`src/rtl/ofm_deskew_fifo_if.sv`:
```
// ----------------------------------------------------------------------------
// ofm_deskew_fifo_if
//   Bundles the skewed column stream arriving from the systolic array with the
//   aligned row-vector stream handed to writeback.
//   ofm_vld / ofm          : per-column valid and signed result (array -> block)
//   out_vld / out_rdy      : valid/ready handshake on the aligned head vector
//   out_data               : aligned head row vector (block -> writeback)
//   modport slave  : the deskew FIFO
//   modport master : the surrounding environment (array side + writeback side)
// ----------------------------------------------------------------------------
interface ofm_deskew_fifo_if #(
  parameter int WIDTH  = 16,
  parameter int OWIDTH = 32
);
  logic [WIDTH-1:0]         ofm_vld;
  logic signed [OWIDTH-1:0] ofm      [WIDTH-1:0];
  logic                     out_vld;
  logic                     out_rdy;
  logic signed [OWIDTH-1:0] out_data [WIDTH-1:0];

  modport slave  (input  ofm_vld, ofm, out_rdy, output out_vld, out_data);
  modport master (output ofm_vld, ofm, out_rdy, input  out_vld, out_data);
endinterface

```
`src/rtl/ofm_deskew_fifo.sv`:
```
// ----------------------------------------------------------------------------
// ofm_deskew_fifo
//   Re-aligns the skewed column outputs of the systolic array (column w lags
//   column 0 by w cycles), checks that all aligned lanes agree on validity and
//   buffers complete row vectors in a small show-ahead FIFO.
//   clk, rst_n  : clock, asynchronous active-low reset
//   bus         : skewed input columns and aligned output handshake
//   clr_flags   : synchronous clear of the sticky ovf/err flags
//   level       : FIFO occupancy (0..DEPTH)
//   ovf         : sticky, an aligned vector was dropped because the FIFO was full
//   err         : sticky, aligned lane valids disagreed
// ----------------------------------------------------------------------------
module ofm_deskew_fifo #(
  parameter  int WIDTH  = 16,
  parameter  int OWIDTH = 32,
  parameter  int DEPTH  = 4,
  localparam int LW     = $clog2(DEPTH + 1)
) (
  input  logic                clk,
  input  logic                rst_n,
  ofm_deskew_fifo_if.slave    bus,
  input  logic                clr_flags,
  output logic [LW-1:0]       level,
  output logic                ovf,
  output logic                err
);

  localparam int PW = $clog2(DEPTH);
  localparam int GW = $clog2(WIDTH) + 1;

  // --------------------------------------------------------------------------
  // Deskew: lane w is delayed by WIDTH-1-w cycles, valid and data together.
  // --------------------------------------------------------------------------
  logic [WIDTH-1:0]         al_vld;
  logic signed [OWIDTH-1:0] al_data [WIDTH-1:0];

  for (genvar w = 0; w < WIDTH; w++) begin : g_lane
    localparam int D = WIDTH - 1 - w;
    if (D == 0) begin : g_nodelay
      assign al_vld[w]  = bus.ofm_vld[w];
      assign al_data[w] = bus.ofm[w];
    end else begin : g_delay
      logic [D-1:0]             vld_q;
      logic signed [OWIDTH-1:0] dat_q [D];

      // NOTE: sequential state uses non-blocking assignments so every stage of
      // the shift register samples its predecessor's pre-edge value.
      always_ff @(posedge clk or negedge rst_n) begin
        if (!rst_n) begin
          vld_q <= '0;
        end else begin
          vld_q[0] <= bus.ofm_vld[w];
          for (int k = 1; k < D; k++) vld_q[k] <= vld_q[k-1];
        end
      end

      // NOTE: delay-line data is deliberately left unreset; the valid bits
      // travelling alongside are what qualify it.
      always_ff @(posedge clk) begin
        dat_q[0] <= bus.ofm[w];
        for (int k = 1; k < D; k++) dat_q[k] <= dat_q[k-1];
      end

      assign al_vld[w]  = vld_q[D-1];
      assign al_data[w] = dat_q[D-1];
    end
  end

  // --------------------------------------------------------------------------
  // Warm-up guard: for the first WIDTH-1 edges after reset the aligned vector
  // still contains lanes whose lane-0 partner was sampled before reset (and
  // discarded), so those vectors are ignored rather than flagged as errors.
  // --------------------------------------------------------------------------
  logic [GW-1:0] warm_q;
  logic          warm;

  assign warm = (warm_q == GW'(WIDTH - 1));

  always_ff @(posedge clk or negedge rst_n) begin
    if (!rst_n)     warm_q <= '0;
    else if (!warm) warm_q <= warm_q + 1'b1;
  end

  // --------------------------------------------------------------------------
  // Push decision and FIFO control
  // --------------------------------------------------------------------------
  logic          all_vld, any_vld, push_req, mixed;
  logic          full, pop, push, drop;
  logic [PW-1:0] wr_ptr_q, wr_ptr_d, rd_ptr_q, rd_ptr_d;
  logic [LW-1:0] level_q, level_d;
  logic          ovf_q, ovf_d, err_q, err_d;

  logic signed [OWIDTH-1:0] mem_q [DEPTH][WIDTH-1:0];

  assign all_vld  = &al_vld;
  assign any_vld  = |al_vld;
  assign push_req = warm & all_vld;
  assign mixed    = warm & any_vld & ~all_vld;

  assign full = (level_q == LW'(DEPTH));
  assign pop  = (level_q != '0) & bus.out_rdy;
  assign push = push_req & (~full | pop);
  assign drop = push_req & full & ~pop;

  // NOTE: every combinational output gets a default first so no latch is
  // inferred on any path through the block.
  always_comb begin
    wr_ptr_d = wr_ptr_q;
    rd_ptr_d = rd_ptr_q;
    level_d  = level_q;
    if (push) wr_ptr_d = wr_ptr_q + 1'b1;
    if (pop)  rd_ptr_d = rd_ptr_q + 1'b1;
    case ({push, pop})
      2'b10:   level_d = level_q + 1'b1;
      2'b01:   level_d = level_q - 1'b1;
      default: level_d = level_q;
    endcase
    // Set wins over a simultaneous clear.
    ovf_d = drop  | (ovf_q & ~clr_flags);
    err_d = mixed | (err_q & ~clr_flags);
  end

  // NOTE: the storage array is reset (unlike the delay lines) because the
  // head vector is visible on out_data and must read as zero after reset.
  always_ff @(posedge clk or negedge rst_n) begin
    if (!rst_n) begin
      mem_q    <= '{default: '0};
      wr_ptr_q <= '0;
      rd_ptr_q <= '0;
      level_q  <= '0;
      ovf_q    <= 1'b0;
      err_q    <= 1'b0;
    end else begin
      if (push) mem_q[wr_ptr_q] <= al_data;
      wr_ptr_q <= wr_ptr_d;
      rd_ptr_q <= rd_ptr_d;
      level_q  <= level_d;
      ovf_q    <= ovf_d;
      err_q    <= err_d;
    end
  end

  assign bus.out_vld  = (level_q != '0);
  assign bus.out_data = mem_q[rd_ptr_q];
  assign level        = level_q;
  assign ovf          = ovf_q;
  assign err          = err_q;

endmodule
```
`src/flat_wrapper.sv`:
```
// flat-port wrapper written by rule: the top's interface ports become plain ports
module ofm_deskew_fifo_flat 
#(
  parameter  int WIDTH  = 16,
  parameter  int OWIDTH = 32,
  parameter  int DEPTH  = 4,
  localparam int LW     = $clog2(DEPTH + 1)
)
  (clk, rst_n, clr_flags, level, ovf, err, bus_ofm_vld, bus_ofm, bus_out_rdy, bus_out_vld, bus_out_data);
  ofm_deskew_fifo_if #(.WIDTH(WIDTH), .OWIDTH(OWIDTH)) bus_i ();
  input  logic clk;
  input  logic rst_n;
  input  logic clr_flags;
  output logic [LW-1:0] level;
  output logic ovf;
  output logic err;
  input wire logic [$bits(bus_i.ofm_vld)-1:0] bus_ofm_vld;
  input wire logic [$bits(bus_i.ofm)-1:0] bus_ofm;
  input wire logic [$bits(bus_i.out_rdy)-1:0] bus_out_rdy;
  output wire logic [$bits(bus_i.out_vld)-1:0] bus_out_vld;
  output wire logic [$bits(bus_i.out_data)-1:0] bus_out_data;
  assign bus_i.ofm_vld = bus_ofm_vld;
  assign bus_i.ofm = {>>{bus_ofm}};
  assign bus_i.out_rdy = bus_out_rdy;
  assign bus_out_vld = bus_i.out_vld;
  assign bus_out_data = {>>{bus_i.out_data}};
  ofm_deskew_fifo #(.WIDTH(WIDTH), .OWIDTH(OWIDTH), .DEPTH(DEPTH)) u_core (.clk(clk), .rst_n(rst_n), .bus(bus_i), .clr_flags(clr_flags), .level(level), .ovf(ovf), .err(err));
endmodule
```
`config.mk`:
```
export PLATFORM = sky130hd
export DESIGN_NAME = ofm_deskew_fifo_flat
export DESIGN_NICKNAME = d
export VERILOG_FILES = /design/src/rtl/ofm_deskew_fifo_if.sv /design/src/rtl/ofm_deskew_fifo.sv /design/src/flat_wrapper.sv
export SDC_FILE = /design/constraint.sdc
export NUM_CORES = 2
export LEC_CHECK = 0
export ABC_AREA = 0
export CORE_ASPECT_RATIO = 0.75
export CORE_MARGIN = 5
export CORE_UTILIZATION = 52
export DETAILED_ROUTE_END_ITERATION = 8
export PLACE_DENSITY = 0.83
export SYNTH_ARGS = -nofsm -noshare
export SYNTH_HDL_FRONTEND = slang
export SYNTH_SLANG_ARGS = --single-unit
```
`constraint.sdc`:
```
create_clock -name clk -period 2.45 [get_ports clk]
set_input_delay 0.49 -clock clk [delete_from_list [all_inputs] [get_ports clk]]
set_output_delay 0.49 -clock clk [all_outputs]
set_load 0.02 [all_outputs]
```
==> impl_results.md <==
- Status: finished, violations left
- Failing checks: setup timing
- Fillers: between 15,000 and 20,000
- H-tree levels: 6
- Placer Congestion: ~0.83
- Static leakage: slightly below 100 nW
- Crit-path leading delay family: buffers and inverters
- Final Critical Period: 3410 ps
- # IOs: about 1,100
- Initial Util: approximately 52%
- Worst-skew pair later-pin latency: 890 ps
- Fin cells: between 15,000 and 20,000
- Post-synth ARST share: ~36%
- Post-synthesis cell count: about 9,000
- Final period util: 139%
- Layout cells sized above 1: 36.2%
- Worst path slowest cell: mux4_2
- Drt wl/cell: between 20 and 30 µm
- Worst slew pin tran: 702 ps
- Crit path cell chain: buf_16 > buf_16 > buf_12 > mux4_2 > dlygate4sd2_1
- RR Endpoint: u_core.mem_q[1620]$_DFFE_PN0P_
- Critical Path Fanout Max: 9
- Initial antenna violation count: between 50 and 60
- Crit path buf inv count: 4
- Main flop type after synthesis: dfxtp_1
- Fin util: 65.2%
- Clock Skew: around 46 ps
- Worst Hold Class: primary input to register
- FF+latch area: around 130,000 µm²
- RSZ-0062 raised after global routing: yes
- Root Driver: clkbuf_16
- Vias: approximately 84,000
- HP Start: bus_ofm[321]
- Clock Sinks: 6,022
- Hold Path Sink: u_core.g_lane[10].g_delay.dat_q[0][1]$_DFF_P_
- Largest net degree at the start of global routing: around 130
- Reg2reg start: u_core.level[1]$_DFFE_PN0P_
- DP Wirelength: around 240,000 µm
- Post-Route WL: ~420,000 µm
- Iter 0 DRT Violations: between 6,000 and 7,000
- CORE AREA: 321,000 µm²
- Syn_nets: approximately 9,500
- GRT Total Usage: 24.3%
- Reg2Reg Setup Slack: -280 ps
- TritonCTS Buffers: roughly 530
- Power Dens Cells: between 900 and 1000 nW/µm²
- ANT nets after route: 0
- Max Freq: around 0.29 GHz
- Final hold violations: 0
- R2R cell count: 7
- Drt drc: 0
- Setup WS post-layout: -959 ps
- MaxCap Viol Count: 0
- First-pass GRT wire length: between 600,000 and 700,000 µm
- I/O Buffers: around 1,000
- Peak VDD IR: around 860 µV
- Max Slew Vio Count: 0
- Max-slew headroom: a little over half
- Via density per instance: between 5 and 6
- Worst EP required: a little under 2000 ps
- Clk buf depth: 4
- Num rows: 180
- Critical path class: register to primary output
- Detailed-router iteration count before antenna repair: 7
- Nets: between 10,000 and 15,000
- GR Overflow Total: 0
- Placed insts: roughly 14,000
- P&R area growth vs syn: 24.6%
- Area of the multi-input gates: ~35,000 µm²
- Critical path capture point type: primary output
- Synth cell types: 28
- Max stage delay on crit path: between 500 and 600 ps
- Clock transition at path regs: approximately 80 ps
- CTS tree: built
- Critical path arrival: slightly below 3000 ps
- Hold path depth: 1
- CP Launch Type: register
- YS warnings: 0
- #FFs+latches synth: 6,022
- Die width: between 600 and 700 µm
- Sequential element share of the synthesized area: 78.2%
- Die H: between 500 and 600 µm
- Crit-path most repeated cell: buf_16
- Mapped Avg Cell Area: roughly 19 µm²
- Die area: about 340,000 µm²
- Number of synthesized flops with an enable pin: 0
- Mapped Area: 168,000 µm²
- Setup Viol. Count Final: 2,367
- Vias in the first global route: a little over 90,000
[power by group]
part           switching (W)  internal [W]  total [W]  leakage (nW)
combinational        0.00774       0.00808     0.0158          26.5
clock                 0.0375        0.0489     0.0864          8.95
sequential           0.00161         0.102      0.104          62.6
[per-stage QoR]
step | hold WS [ps] | worst slack [ps] | power (W) | TNS, ps | area [µm²]
after global routing | 1.41 | -1100 | 0.213 | -807380 | 210000
final | 72.7 | -959 | 0.206 | -609620 | 210000
after floorplan | 194 | 8.99 | 0.112 | 0 | 168000
after global placement | 310 | -827 | 0.118 | -1428740 | 187000
after detailed placement | 312 | -833 | 0.118 | -1440370 | 187000
after CTS | 0.154 | -1080 | 0.205 | -706520 | 209000
[cells in the final DEF (no fill, tap or decap), types with 30 or more instances in the layout]
master,n
mux4_2,512
clkbuf_16,569
clkinv_2,77
clkdlybuf4s50_1,536
buf_4,378
dfxtp_1,3840
clkbuf_8,110
dlygate4sd3_1,370
clkbuf_1,122
diode_2,30
clkbuf_2,35
buf_6,58
dlygate4sd2_1,212
buf_2,59
buf_12,164
dfrtp_1,2180
mux2_2,2050
[logic make-up (layout without fill, tap and decap cells)]
group	count (synthesis)	in the layout	share of synthesized area [%]
xor gates and xnor gates	9	9	0.0469
and+or+nand+nor	27	27	0.104
DFF	6022	6022	78.2
other	0	30	0
adders and majority gates	8	8	0.0640
buffers and inverters	349	2848	1.03
muxes	2563	2563	20.6
AOI/OAI and AO/OA	3	3	0.0104
[routing by layer]
metal / global-route usage, % / up-vias / wire length, µm
met5: 0 / - / 218
met4: 12.5 / 34 / 24400
met2: 40.6 / 3321 / 208000
met1: 29.8 / 43900 / 158000
met3: 5.43 / 1127 / 26100
li1: - / 35400 / -
[worst max-delay path by stage]
stage	start	endpoint	depth (start not counted)
global route	u_core.rd_ptr_q[0]$_DFFE_PN0P_	bus_out_data[113]	6
CTS	u_core.rd_ptr_q[0]$_DFFE_PN0P_	bus_out_data[90]	5
global placement	bus_out_rdy	u_core.mem_q[1624]$_DFFE_PN0P_	8
detailed placement	bus_out_rdy	u_core.mem_q[1620]$_DFFE_PN0P_	8
finish	u_core.rd_ptr_q[0]$_DFFE_PN0P_	bus_out_data[110]	5
floorplan	u_core.rd_ptr_q[0]$_DFFE_PN0P_	bus_out_data[503]	4
[cell usage after synthesis (2+ instances only)]
library cell | number | area, µm²
inv_1 | 8 | 30.0
dfrtp_1 | 2182 | 54600
ha_1 | 7 | 87.6
nor4_1 | 4 | 25.0
buf_2 | 188 | 941
mux2_2 | 2050 | 23100
dfxtp_1 | 3840 | 76900
nand4_1 | 9 | 56.3
nand3_1 | 2 | 10.0
nand2_1 | 4 | 15.0
xor2_1 | 3 | 26.3
mux4_2 | 512 | 11500
buf_4 | 48 | 360
o22ai_1 | 2 | 12.5
xnor2_1 | 6 | 52.6
buf_1 | 68 | 255
clkbuf_1 | 37 | 139
[area by class of cell]
class / instances / area share (%)
inverters: 8 / 0.0143
flip-flops and latches: 6022 / 62.7
multi-input cells: 2610 / 16.7
clock inverters: 173 / 1.06
repair buffers: 1874 / 9.26
clock buffers: 793 / 7.64
well taps: 4277 / 2.55
diodes: 30 / 0.0358
[registers in the layout (all words and copies together), names as in the netlist]
| signal | count |
|---|---|
| u_core.rd_ptr_q | 2 |
| u_core.ovf | 1 |
| u_core.g_lane.g_delay.vld_q | 120 |
| u_core.mem_q | 2048 |
| u_core.wr_ptr_q | 2 |
| u_core.g_lane.g_delay.dat_q | 3840 |
| u_core.level | 3 |
| u_core.warm_q | 5 |
| u_core.err | 1 |
[repair_timing]
item	CTS	global route
setup buffers	5	38
endpoints found under the hold margin	823	0
endpoints found under the setup margin	2341	2473
hold buffers	370	0
resized for setup	576	478
cloned	5	8
[worst reg2reg max path, delay by kind of cell (launching register included)]
kind | cells | cell delay (ps)
flip-flops | 1 | 370
AND/OR/NAND/NOR | 2 | 890
buffers and inverters | 4 | 960
multiplexers | 1 | 390
No activity file was read; power rests on OpenSTA's default activity.
